===== src/rtl/bank_queue_dispatch_pkg.sv =====
// bank_q_pkg: shared overflow-mode constants, customer record and priority helper
package bank_q_pkg;

    localparam int MODE_DROP_NEW    = 0;
    localparam int MODE_DROP_OLDEST = 1;
    localparam int CUST_W           = 16;

    // Widest supported record; the top zero-extends narrower IDs/times into it.
    typedef struct packed {
        logic [CUST_W-1:0] num;
        logic [CUST_W-1:0] svc_time;
    } cust_t;

    function automatic logic [2:0] lowest_set(input logic [7:0] v);
        lowest_set = 3'd0;
        for (int i = 7; i >= 0; i--)
            if (v[i]) lowest_set = 3'(i);
    endfunction

endpackage


===== src/rtl/bank_queue_dispatch_fifo.sv =====
// cust_fifo: circular customer FIFO with head-drop support and head-first flat view
module cust_fifo #(
    parameter int DEPTH = 3,
    parameter int W     = 8
) (
    input  logic                       clk,
    input  logic                       rst_n,
    input  logic                       push_i,
    input  logic                       pop_i,
    input  logic                       drop_head_i,
    input  logic [W-1:0]               din_i,
    output logic                       full_o,
    output logic                       empty_o,
    output logic [$clog2(DEPTH+1)-1:0] count_o,
    output logic [W-1:0]               head_o,
    output logic [DEPTH*W-1:0]         flat_o
);
    localparam int CW = $clog2(DEPTH + 1);
    localparam int PW = (DEPTH > 1) ? $clog2(DEPTH) : 1;

    logic [W-1:0]  mem_q [DEPTH];
    logic [PW-1:0] rd_q, wr_q;
    logic [CW-1:0] cnt_q;
    logic          rd, wr;

    function automatic logic [PW-1:0] inc(input logic [PW-1:0] p);
        return (p == PW'(DEPTH - 1)) ? '0 : p + PW'(1);
    endfunction

    assign full_o  = cnt_q == CW'(DEPTH);
    assign empty_o = cnt_q == '0;
    assign count_o = cnt_q;
    assign head_o  = mem_q[rd_q];
    assign rd      = (pop_i | drop_head_i) & ~empty_o;
    // A full FIFO still accepts a write when the head leaves on the same edge.
    assign wr      = push_i & (~full_o | rd);

    always_ff @(posedge clk or negedge rst_n) begin
        if (!rst_n) begin
            rd_q  <= '0;
            wr_q  <= '0;
            cnt_q <= '0;
            for (int i = 0; i < DEPTH; i++) mem_q[i] <= '0;
        end else begin
            if (wr) begin
                mem_q[wr_q] <= din_i;
                wr_q        <= inc(wr_q);
            end
            if (rd) rd_q <= inc(rd_q);
            cnt_q <= cnt_q + CW'(wr) - CW'(rd);
        end
    end

    always_comb begin
        flat_o = '0;
        for (int i = 0; i < DEPTH; i++) begin
            if (CW'(i) < cnt_q)
                flat_o[i*W +: W] = mem_q[PW'((int'(rd_q) + i) % DEPTH)];
        end
    end

endmodule


===== src/rtl/bank_queue_dispatch.sv =====
// bank_queue_dispatch: N service counters fed from a waiting FIFO, with
// bypass on empty queue, back-to-back reload and configurable overflow policy.
module bank_queue_dispatch
    import bank_q_pkg::*;
#(
    parameter int N_CNT  = 3,
    parameter int DEPTH  = 3,
    parameter int NUM_W  = 4,
    parameter int TIME_W = 4,
    parameter int CNT_W  = 8,
    parameter int MODE   = 0
) (
    input  logic                       clk,
    input  logic                       rst_n,
    input  logic                       in_valid_i,
    input  logic [NUM_W-1:0]           in_num_i,
    input  logic [TIME_W-1:0]          in_time_i,
    output logic [N_CNT-1:0]           srv_busy_o,
    output logic [N_CNT*NUM_W-1:0]     srv_num_o,
    output logic [N_CNT*TIME_W-1:0]    srv_rem_o,
    output logic [$clog2(DEPTH+1)-1:0] q_count_o,
    output logic [DEPTH*NUM_W-1:0]     q_dbg_o,
    output logic [CNT_W-1:0]           drop_cnt_o,
    output logic [CNT_W-1:0]           srv_cnt_o
);
    localparam int W  = NUM_W + TIME_W;
    localparam int SW = (CNT_W > 4 ? CNT_W : 4) + 1;

    logic [N_CNT-1:0]   busy_q, avail, done, load;
    logic [NUM_W-1:0]   num_q [N_CNT];
    logic [TIME_W-1:0]  rem_q [N_CNT];
    logic [CNT_W-1:0]   drop_cnt_q, drop_cnt_d, srv_cnt_q, srv_cnt_d;
    logic [SW-1:0]      srv_sum;
    logic [3:0]         n_done;
    logic [2:0]         sel;
    logic               any_avail, pop, bypass, push_req, push, drop, drop_head;
    logic               full, empty;
    logic [W-1:0]       fifo_head;
    logic [DEPTH*W-1:0] fifo_flat;
    cust_t              arr_c, head_c, load_c;

    cust_fifo #(.DEPTH(DEPTH), .W(W)) u_fifo (
        .clk         (clk),
        .rst_n       (rst_n),
        .push_i      (push),
        .pop_i       (pop),
        .drop_head_i (drop_head),
        .din_i       ({in_num_i, in_time_i}),
        .full_o      (full),
        .empty_o     (empty),
        .count_o     (q_count_o),
        .head_o      (fifo_head),
        .flat_o      (fifo_flat)
    );

    always_comb begin
        arr_c          = '0;
        arr_c.num      = CUST_W'(in_num_i);
        arr_c.svc_time = CUST_W'(in_time_i);
        head_c          = '0;
        head_c.num      = CUST_W'(fifo_head[W-1:TIME_W]);
        head_c.svc_time = CUST_W'(fifo_head[TIME_W-1:0]);
        any_avail = |avail;
        sel       = lowest_set(8'(avail));
        pop       = ~empty & any_avail;
        bypass    = empty & in_valid_i & any_avail;
        push_req  = in_valid_i & ~bypass;
        drop      = push_req & full & ~pop;
        drop_head = drop & (MODE == MODE_DROP_OLDEST);
        push      = push_req & ~(drop & (MODE == MODE_DROP_NEW));
        load_c    = pop ? head_c : arr_c;
        load      = (pop | bypass) ? (N_CNT'(1) << sel) : '0;
    end

    genvar g;
    for (g = 0; g < N_CNT; g++) begin : g_cnt
        assign done[g]  = busy_q[g] && rem_q[g] == TIME_W'(1);
        assign avail[g] = ~busy_q[g] | done[g];
        assign srv_num_o[g*NUM_W +: NUM_W]   = num_q[g];
        assign srv_rem_o[g*TIME_W +: TIME_W] = rem_q[g];
        always_ff @(posedge clk or negedge rst_n) begin
            if (!rst_n) begin
                busy_q[g] <= 1'b0;
                num_q[g]  <= '0;
                rem_q[g]  <= '0;
            end else if (load[g]) begin
                busy_q[g] <= 1'b1;
                num_q[g]  <= NUM_W'(load_c.num);
                rem_q[g]  <= (load_c.svc_time == '0) ? TIME_W'(1) : TIME_W'(load_c.svc_time);
            end else if (done[g]) begin
                busy_q[g] <= 1'b0;
                num_q[g]  <= '0;
                rem_q[g]  <= '0;
            end else if (busy_q[g]) begin
                rem_q[g] <= rem_q[g] - TIME_W'(1);
            end
        end
    end

    for (g = 0; g < DEPTH; g++) begin : g_dbg
        assign q_dbg_o[g*NUM_W +: NUM_W] = fifo_flat[g*W + TIME_W +: NUM_W];
    end

    // Several counters may finish on one edge, so served count adds a popcount.
    always_comb begin
        n_done = '0;
        for (int i = 0; i < N_CNT; i++) n_done = n_done + 4'(done[i]);
        srv_sum    = SW'(srv_cnt_q) + SW'(n_done);
        srv_cnt_d  = (srv_sum > SW'({CNT_W{1'b1}})) ? '1 : srv_sum[CNT_W-1:0];
        drop_cnt_d = (drop && drop_cnt_q != '1) ? drop_cnt_q + CNT_W'(1) : drop_cnt_q;
    end

    always_ff @(posedge clk or negedge rst_n) begin
        if (!rst_n) begin
            drop_cnt_q <= '0;
            srv_cnt_q  <= '0;
        end else begin
            drop_cnt_q <= drop_cnt_d;
            srv_cnt_q  <= srv_cnt_d;
        end
    end

    assign srv_busy_o = busy_q;
    assign drop_cnt_o = drop_cnt_q;
    assign srv_cnt_o  = srv_cnt_q;

endmodule

===== config.mk =====
export PLATFORM = sky130hd
export DESIGN_NAME = bank_queue_dispatch
export DESIGN_NICKNAME = d
export VERILOG_FILES = /design/src/rtl/bank_queue_dispatch_pkg.sv /design/src/rtl/bank_queue_dispatch_fifo.sv /design/src/rtl/bank_queue_dispatch.sv
export SDC_FILE = /design/constraint.sdc
export NUM_CORES = 1
export LEC_CHECK = 0
export CAP_MARGIN = 20
export CORE_ASPECT_RATIO = 1.25
export CORE_UTILIZATION = 35
export DETAILED_ROUTE_END_ITERATION = 12
export SLEW_MARGIN = 20
export SYNTH_ARGS = -nofsm -noshare
export SYNTH_HDL_FRONTEND = slang
export SYNTH_SLANG_ARGS = --single-unit

===== constraint.sdc =====
create_clock -name clk -period 5.2 [get_ports clk]
set_input_delay 1.04 -clock clk [delete_from_list [all_inputs] [get_ports clk]]
set_output_delay 1.04 -clock clk [all_outputs]
set_load 0.01 [all_outputs]

* Yosys cells after proc, flatten, opt, wreduce, memory -nomap -nowiden
Cells that the tools add are included.
** Cells by class
- Bitwise operators :: 27
- Equality and inequality tests :: 7
- Reductions and logical operators :: 14
- Muxes and demuxes :: 48
- Div/mod/pow operators :: 3
- Shifts and indexed selects :: 1
- Add/sub/neg operators :: 13
- Order comparisons :: 10
** Operators with widths (count)
- 8-bit 2-to-1 mux :: 13
- 8-bit binary-select mux with 2-bit select :: 4
- 32-bit by 3-bit modulo with 32-bit output, second input constant :: 2
- 4-bit 2-to-1 mux :: 16
- 3-bit by 3-bit modulo with 32-bit output, second input constant :: 1
- 24-bit bitwise mux :: 1
- 20-bit 2-to-1 mux :: 1
- 8-bit demux with 2-bit select :: 1
- 16-bit logical NOT :: 1
- 4-bit by 1-bit equality test with 1-bit output, second input constant :: 3
- 4-bit by 1-bit subtractor with 4-bit output, second input constant :: 3
- 2-bit 2-to-1 mux :: 5
- 8-bit by 3-bit adder with 9-bit output :: 1
- 1-bit AND :: 9
- 2-bit by 3-bit greater-or-equal comparator with 1-bit output, second input constant :: 3
- 9-bit by 8-bit > comparator with 1-bit output, second input constant :: 1
- 3-bit nonzero test :: 3
- 8-bit by 1-bit adder with 8-bit output, second input constant :: 1
- 8-bit != test, second input constant :: 1
- 1-bit NOT :: 8
- 2-bit equality test, second input constant :: 3
- 3-bit greater-or-equal comparator, second input constant :: 2
- 1-bit 2-to-1 mux :: 6
- 2-bit NOT :: 3
- other kinds (18) :: 31
** Storage, ports and cells
- Bits in registers :: 73
- Input port bits :: 11
- Output and inout bits :: 57
- Logic and storage cells :: 140

* Longest topological paths before layout
Gate-level depths: netlist of run 1.
- Depth in word-level cells :: 14
- Depth in mapped cells :: 12
- Gate-level depth less buffers :: 11

* Modules after synthesis
From an unflattened synthesis of run 1, not the netlist that was laid out.
** Unflattened totals
- Cell total of the unflattened synthesis :: 422
- Area, all modules :: 4396.7 µm²
** Modules (own cells, without submodules)
- bank_queue_dispatch :: times used 1, cells each 226, sequential area each 1076.0 µm², area each 2309.7 µm²
- cust_fifo :: times used 1, cells each 196, sequential area each 750.7 µm², area each 2087.0 µm²

* Worst setup path before layout of run 1
OpenSTA, ideal clock, no wires.
- Path type :: reg-to-output
- Start point :: register u_fifo.rd_q[1]
- End point :: output port q_dbg_o[11]
- Data required time :: 4.160 ns
- Buffers on the path :: 3
- Cell stages (with the launch flop) :: 10
- Path slack :: 2.160 ns
- Arrival time :: 2.000 ns
- Cell sequence :: dfrtp_1 > buf_2 > inv_1 > ha_1 > clkbuf_1 > clkbuf_1 > mux2i_1 > nor2_1 > a31oi_1 > nor2_1
** On the way
- Cells in the longest elaborated chain, start to end :: 7
** Ends and longest elaborated chain
- start: declaration :: RTL line bank_queue_dispatch_fifo.sv:22 : logic [PW-1:0] rd_q, wr_q;
- start signal: assignment :: RTL line bank_queue_dispatch_fifo.sv:49 : if (rd) rd_q <= inc(rd_q);
- 2-bit by 2-bit adder with 3-bit output :: RTL line bank_queue_dispatch_fifo.sv:58 : flat_o[i*W +: W] = mem_q[PW'((int'(rd_q) + i) % DEPTH)];
- 32-bit by 3-bit modulo with 32-bit output :: RTL line bank_queue_dispatch_fifo.sv:58
- 2-bit NOT (not written as such) :: RTL line bank_queue_dispatch_fifo.sv:58
- 8-bit binary-select mux with 2-bit select :: RTL line bank_queue_dispatch_fifo.sv:58
- 8-bit 2-to-1 mux (not written as such) (2 in a row) :: RTL line bank_queue_dispatch_fifo.sv:58
- 8-bit 2-to-1 mux :: RTL line bank_queue_dispatch_fifo.sv:57 : if (CW'(i) < cnt_q)
- end: declaration :: RTL line bank_queue_dispatch.sv:22 : output logic [DEPTH*NUM_W-1:0] q_dbg_o,
Every way passes these cells. The select of a mux whose other input is x is not followed.

* Worst setup path in the final report of run 1
- Start point :: register u_fifo.rd_q[1]
- End point :: output port q_dbg_o[6]
** On the way
- Cells in the longest elaborated chain, start to end :: 7
** Ends and longest elaborated chain (RTL line)
- 2-bit by 1-bit adder with 3-bit output :: bank_queue_dispatch_fifo.sv:58
- 32-bit by 3-bit modulo with 32-bit output :: bank_queue_dispatch_fifo.sv:58
- 2-bit NOT (not written as such) :: bank_queue_dispatch_fifo.sv:58
- 8-bit binary-select mux with 2-bit select :: bank_queue_dispatch_fifo.sv:58
- 8-bit 2-to-1 mux (not written as such) (2 in a row) :: bank_queue_dispatch_fifo.sv:58
- 8-bit 2-to-1 mux :: bank_queue_dispatch_fifo.sv:57
Every way passes these cells. The select of a mux whose other input is x is not followed.

==> results of run 1 <==
[power by group through the flow]
| stage | combinational, uW | sequential (uW) | clock, uW |
|---|---|---|---|
| 3_5_place_dp | 1910 | 1130 | 0 |
| 3_3_place_gp | 1860 | 1120 | 0 |
| 2_1_floorplan | 1230 | 1090 | 0 |
| 4_1_cts | 1920 | 1120 | 592 |
| 5_1_grt | 2100 | 1160 | 619 |
| 6_report | 1900 | 1120 | 580 |
[registers in the layout, indices dropped and copies added (netlist names)]
signal	count
srv_cnt_o	8
drop_cnt_o	8
srv_rem_o	12
u_fifo.count_o	2
u_fifo.rd_q	2
u_fifo.mem_q	24
u_fifo.wr_q	2
srv_num_o	12
srv_busy_o	3
[critical path: cells and delay by family, from the launching register on]
family | cells | cell delay, ns
adders and majority gates | 1 | 0.65
DFF | 1 | 0.71
AOI/OAI and AO/OA | 2 | 0.23
and+or+nand+nor | 2 | 0.26
buffers and inverters | 2 | 0.72
[logic make-up after synthesis]
| group | after synthesis |
|---|---|
| compound gates | 70 |
| xor+xnor | 14 |
| fa+ha+maj | 17 |
| buf+inv | 33 |
| flops | 73 |
| mux | 53 |
| simple gates | 123 |
[routing by layer]
layer  GRT usage (%)  vias to the layer above  wire [um]
li1                -                     1488          -
met1           22.70                     1532       4395
met2           28.89                       65       4838
met3           2.247                       13        298
met4           8.180                        0        196
met5               0                        -          0
[worst paths after layout]
path	startpoint	to	slack, ns	cells after the start
min in group asynchronous	rst_n	srv_num_o[2]	0.71	1
setup / recovery	u_fifo.rd_q[1]	q_dbg_o[6]	1.23	7
hold / removal	srv_num_o[5]	srv_num_o[5]	0.48	2
hold reg to reg	srv_num_o[5]	srv_num_o[5]	0.48	2
max in group asynchronous	rst_n	u_fifo.wr_q[1]	3.65	2
setup reg to reg	srv_rem_o[5]	u_fifo.count_o[1]	1.97	10
[cells in the mapped netlist (3+ instances only)]
| cell | number |
|---|---|
| nand2_1 | 47 |
| inv_1 | 20 |
| o2bb2ai_1 | 3 |
| nor2b_1 | 5 |
| mux2i_1 | 25 |
| o21ai_0 | 19 |
| a21oi_1 | 7 |
| xor2_1 | 6 |
| nor2_1 | 21 |
| nor3_1 | 7 |
| a31oi_1 | 7 |
| clkbuf_1 | 9 |
| nand4_1 | 3 |
| dfrtp_1 | 73 |
| and2_1 | 5 |
| nand2b_1 | 13 |
| o221ai_1 | 8 |
| nand3_1 | 9 |
| o22ai_1 | 6 |
| mux2_2 | 27 |
| o21ai_1 | 3 |
| ha_1 | 15 |
| xnor2_1 | 8 |
[layout make-up]
| class | count | share of cell area (%) |
|---|---|---|
| clock buffers | 13 | 5.168 |
| clock inverters | 3 | 0.2981 |
| inverters | 20 | 1.491 |
| multi-input cells | 277 | 40.00 |
| flip-flops and latches | 73 | 36.27 |
| well taps | 135 | 3.354 |
| repair buffers | 68 | 13.42 |
[per-stage QoR]
| step | area, sq um | utilization [%] | cells |
|---|---|---|---|
| after floorplan | 3979 | - | 383 |
| after global placement | 4758 | 42.93 | 573 |
| after detailed placement | 4758 | 42.93 | 573 |
| after CTS | 5034 | 45.42 | 589 |
| after global routing | 5036 | 45.44 | 589 |
| final | 5036 | 45.44 | 589 |
==> flow_metrics.env, run 1 <==
export IMPL_fin_ws_ns=1.231
export IMPL_p_leak_uw=0.002181
export IMPL_cts_max_path_buffers=2
export IMPL_insertion_delay_ns=0.34
export IMPL_setup_viol=0
export IMPL_core_region_area_sq_um=11080
export IMPL_cpMaxStageDelayCell="dfrtp_1"
export IMPL_die_h_um=121.2
export IMPL_power_density_nw_per_um2=714.5
export IMPL_synth_largest_area_cell="dfrtp_1"
export IMPL_final_max_slew_viol_count=0
export IMPL_cts_buffers=9
export IMPL_synth_xor_area_share_pct=3.082
export IMPL_min_delay_path_class="flop to flop"
export IMPL_first_global_vias=3090
export IMPL_cts_resized=0
export IMPL_most_common_layout_cells="73 x dfrtp_1, 66 x clkdlybuf4s50_1, 47 x nand2_1"
export IMPL_synth_yosys_seq_area_share_pct=45.91
export IMPL_synth_compound_area_share_pct=12.45
export IMPL_synth_net_count=411
export IMPL_io_buffers=67
export IMPL_ys_async_sr_fraction_pct=100.0
export IMPL_die_area_sq_um=11800
export IMPL_hold_ws_ns=0.4822
export IMPL_synth_distinct_cells=51
export IMPL_worst_ep_required_time_ns=4.16
export IMPL_grt_pass1_wl_um=16220
export IMPL_chipWidth_um=97.37
export IMPL_grt_ovfl_total=0
export IMPL_syn_area_per_cell_sq_um=10.39
export IMPL_final_hold_viol_count=0
export IMPL_clkTransAtPathRegs_ns=0.05
export IMPL_multi_input_area_sq_um=2014
export IMPL_hold_buffers=0
export IMPL_worstPathArrival_ns=2.93
export IMPL_register_area_sq_um=1827
export IMPL_diodes=0
export IMPL_initial_utilization_pct=35.90
export IMPL_via_per_inst=5.260
export IMPL_synthMuxAreaShare_pct=14.21
export IMPL_synth_edf_count=0
export IMPL_start_kind="flop"
export IMPL_synthFlopType="dfrtp_1"
export IMPL_slew_headroom_pct=41.29
export IMPL_wl_um=9730
export IMPL_power_frac_seq_pct=31.1
export IMPL_maxCapViolCount=0
export IMPL_crit_path_max_incr_delay_ns=0.71
export IMPL_fill_cells=1055
export IMPL_rsz0062_at_grt="false"
export IMPL_ant_nets=0
export IMPL_globalplace_congestion=0.8292
export IMPL_synth_area_sq_um=3979
export IMPL_endpoint_kind="output port"
export IMPL_ioPinCount=68
export IMPL_power_frac_clock_pct=16.1
export IMPL_p_int_uw=2142
export IMPL_crit_chain="inv_1, ha_1, nand2_1, a21oi_1, a31oi_1, nor2b_1, clkdlybuf4s50_1"
export IMPL_finalCritPeriodShare_pct=76.32
export IMPL_gr_usage_all_layers_pct=17.45
export IMPL_grt_max_degree=47
export IMPL_first_pass_iters=4
export IMPL_areaGrowthSynthToFinish_pct=26.57
export IMPL_synth_cells=383
export IMPL_power_frac_comb_pct=52.8
export IMPL_avgRoutedWirePerCell_um=16.52
export IMPL_cp_max_fo=19
export IMPL_fin_crit_ns=3.969
export IMPL_layout_commonest_cell="dfrtp_1"
export IMPL_synth_adder_area_share_pct=5.723
export IMPL_synth_top_area_share_pct=45.91
export IMPL_fmax_ghz=0.2520
export IMPL_worstMarginPinSlew_ns=0.8806
export IMPL_dpl_worst_slack_ns=1.580
export IMPL_cts_sinks=73
export IMPL_cts_max_level=3
export IMPL_switching_share_pct=40.47
export IMPL_power_uw=3598
export IMPL_root_buffer="clkbuf_16"
export IMPL_postCtsSetupRepairBufs=0
export IMPL_synth_top_family_by_area="simple AND/OR/NAND/NOR gates"
export IMPL_cts_tree="done"
export IMPL_grt_antenna_before_repair=0
export IMPL_irDropWorstVdd_mv=0.3295
export IMPL_yosys_warnings=0
export IMPL_drcViolationCount=0
export IMPL_ys_seq_elements=73
export IMPL_ys_top_cells_by_area="dfrtp_1 46%, mux2_2 7.6%, mux2i_1 6.3%"
export IMPL_num_vias=3098
export IMPL_drt_initial_drc_count=153
export IMPL_drive_gt1_share_pct=11.23
export IMPL_dp_hpwl_um=6996
export IMPL_synthSimpleGateAreaFrac_pct=15.16
export IMPL_critPathKind="flop to output port"
export IMPL_tns_ns=0
export IMPL_nNetsFinal=477
export IMPL_skew_ns=0.006123
export IMPL_outcome="completed"
export IMPL_p_sw_uw=1456
export IMPL_std_cell_rows=43
(Power assumes the default switching activity.)
==> inputs of run 2 (changes only) <==
==> constraint.sdc (replaced) <==
create_clock -name clk -period 3.3 [get_ports clk]
set_input_delay 0.66 -clock clk [delete_from_list [all_inputs] [get_ports clk]]
set_output_delay 0.66 -clock clk [all_outputs]
set_load 0.01 [all_outputs]
==> run 2 against run 1 <==
Against the previous run:
- critical path type unchanged
- register-to-register slack got worse by 1.5 ns
- highest routed layer unchanged
- utilization grew 1.3 points
- sequential power up 54%
- largest cell class unchanged
- worst hold slack got worse by 0.15 ns
==> flow_metrics.env, run 2 (synthesis results as in run 1) <==
export IMPL_outcome="completed"
export IMPL_hold_ws_ns=0.3343
export IMPL_die_area_sq_um=11800
export IMPL_ant_nets=0
export IMPL_die_h_um=121.2
export IMPL_wl_um=9775
export IMPL_grt_ovfl_total=0
export IMPL_power_frac_clock_pct=19.6
export IMPL_rr_worst_depth=11
export IMPL_ioPinCount=68
export IMPL_drt_initial_drc_count=168
export IMPL_regMostFlops="u_fifo.mem_q"
export IMPL_crit_chain="buf_4, ha_1, buf_4, mux2i_1, o22ai_1, and2_1, clkdlybuf4s50_1"
export IMPL_p_int_uw=3687
export IMPL_core_region_area_sq_um=11080
export IMPL_num_vias=3109
export IMPL_nNetsFinal=483
export IMPL_instances_no_fill=595
export IMPL_first_global_vias=3070
export IMPL_globalplace_congestion=0.8094
export IMPL_root_buffer="clkbuf_16"
export IMPL_drcViolationCount=0
export IMPL_layout_commonest_cell="dfrtp_1"
export IMPL_rsz0062_at_grt="false"
export IMPL_p_leak_uw=0.002249
export IMPL_cts_buffers=9
export IMPL_slew_headroom_pct=62.84
export IMPL_cts_tree="done"
export IMPL_drive_gt1_share_pct=13.04
export IMPL_via_per_inst=5.225
export IMPL_start_kind="flop"
export IMPL_setup_viol=0
export IMPL_fin_crit_ns=3.043
export IMPL_final_max_slew_viol_count=0
export IMPL_maxCapViolCount=0
export IMPL_cts_max_level=3
export IMPL_worstMarginPinSlew_ns=0.5574
export IMPL_largest_reg_flops=24
export IMPL_min_delay_path_class="input pin to asynchronous set/reset pin"
export IMPL_std_cell_rows=43
export IMPL_final_hold_viol_count=0
export IMPL_grt_pass1_wl_um=16170
export IMPL_irDropWorstVdd_mv=0.4103
export IMPL_cts_max_path_buffers=2
export IMPL_most_common_layout_cells="73 x dfrtp_1, 66 x clkdlybuf4s50_1, 47 x nand2_1"
export IMPL_fin_util_pct=46.76
export IMPL_critPathKind="flop to output port"
export IMPL_chipWidth_um=97.37
export IMPL_clkTransAtPathRegs_ns=0.06
export IMPL_finalCritPeriodShare_pct=92.22
export IMPL_power_uw=6006
export IMPL_power_density_nw_per_um2=1159
export IMPL_worstPathArrival_ns=2.38
export IMPL_switching_share_pct=38.60
export IMPL_avgRoutedWirePerCell_um=16.43
export IMPL_cp_max_fo=13
export IMPL_grt_max_degree=74
export IMPL_diodes=0
export IMPL_fmax_ghz=0.3286
export IMPL_tns_ns=0
export IMPL_insertion_delay_ns=0.34
export IMPL_rrSetupSlack_ns=0.50
export IMPL_crit_path_max_incr_delay_ns=0.47
export IMPL_cpMostUsedCell="buf_4"
export IMPL_p_sw_uw=2318
export IMPL_dp_hpwl_um=7099
export IMPL_dp_cells=579
export IMPL_cts_sinks=73
export IMPL_worst_ep_required_time_ns=2.64
export IMPL_power_frac_comb_pct=51.7
export IMPL_areaGrowthSynthToFinish_pct=30.25
export IMPL_fill_cells=1038
export IMPL_postCtsSetupRepairBufs=0
export IMPL_initial_utilization_pct=35.90
export IMPL_endpoint_kind="output port"
export IMPL_io_buffers=67
export IMPL_cpMaxStageDelayCell="clkdlybuf4s50_1"
export IMPL_skew_ns=0.006038
export IMPL_first_pass_iters=4
export IMPL_grt_antenna_before_repair=0
export IMPL_gr_usage_all_layers_pct=17.62
export IMPL_power_frac_seq_pct=28.7
## run 2: changes by cell type in the layout (fill, tap and decap cells not counted), moves of 2 or more
cell       delta
buf_4         +4
clkinv_2      -3
clkbuf_1      -2
bufinv_16     +3
## run 2: final timing paths
kind,start,end
worst max-delay path,u_fifo.rd_q[0],q_dbg_o[0]
worst min-delay path,rst_n,srv_rem_o[1]
worst max register to register,srv_rem_o[1],srv_cnt_o[5]
worst min register to register,srv_num_o[0],srv_num_o[0]
max in group asynchronous,rst_n,drop_cnt_o[7]
min in group clk,srv_num_o[0],srv_num_o[0]
## run 2: layout make-up
cell class	instances	area [sq um]	share of cell area, %
Multi-Input combinational cell	277	2017	38.92
Sequential cell	73	1827	35.25
Tap cell	135	168.9	3.259
Timing Repair Buffer	74	730.7	14.10
Clock inverter	4	97.59	1.883
Inverter	20	75.07	1.449
Clock buffer	12	266.5	5.142
## run 2: critical path, delay by kind of cell, from the launching register on
family / cells / cell delay (ns)
buffers and inverters: 3 / 0.90
flip-flops: 1 / 0.34
adder cells (fa/ha/maj): 1 / 0.33
multiplexers: 1 / 0.20
AND/OR/NAND/NOR: 1 / 0.18
AO/OA/AOI/OAI: 1 / 0.10
## run 2: stage by stage
step                instance area, sq um  worst slack (ns)
global placement                    4816            0.5322
floorplan                           3979            0.6399
CTS                                 5180            0.1793
finish                              5182            0.2568
detailed placement                  4816            0.4891
global route                        5182           0.07069
## run 2: routing by layer
metal  global-route usage (%)  vias up  share of wire (%)
met5                        0        -                  0
met2                    29.46       72                 51
met4                    7.629        0                1.9
li1                         -     1496                  -
met3                    3.053       12                3.6
met1                    22.42     1529                 44
## run 2: repair_timing
action	CTS	global route
gates resized for setup	0	1
setup endpoints to repair	0	6
hold buffers	0	0
endpoints found under the hold margin	0	0
## run 2: power groups by stage
| stage | sequential, uW | combinational [uW] | clock [uW] |
|---|---|---|---|
| after floorplan | 1720 | 1930 | 0 |
| after global placement | 1730 | 3050 | 0 |
| after detailed placement | 1740 | 3120 | 0 |
| after CTS | 1730 | 3130 | 1200 |
| after global routing | 1790 | 3440 | 1240 |
| final | 1730 | 3100 | 1180 |
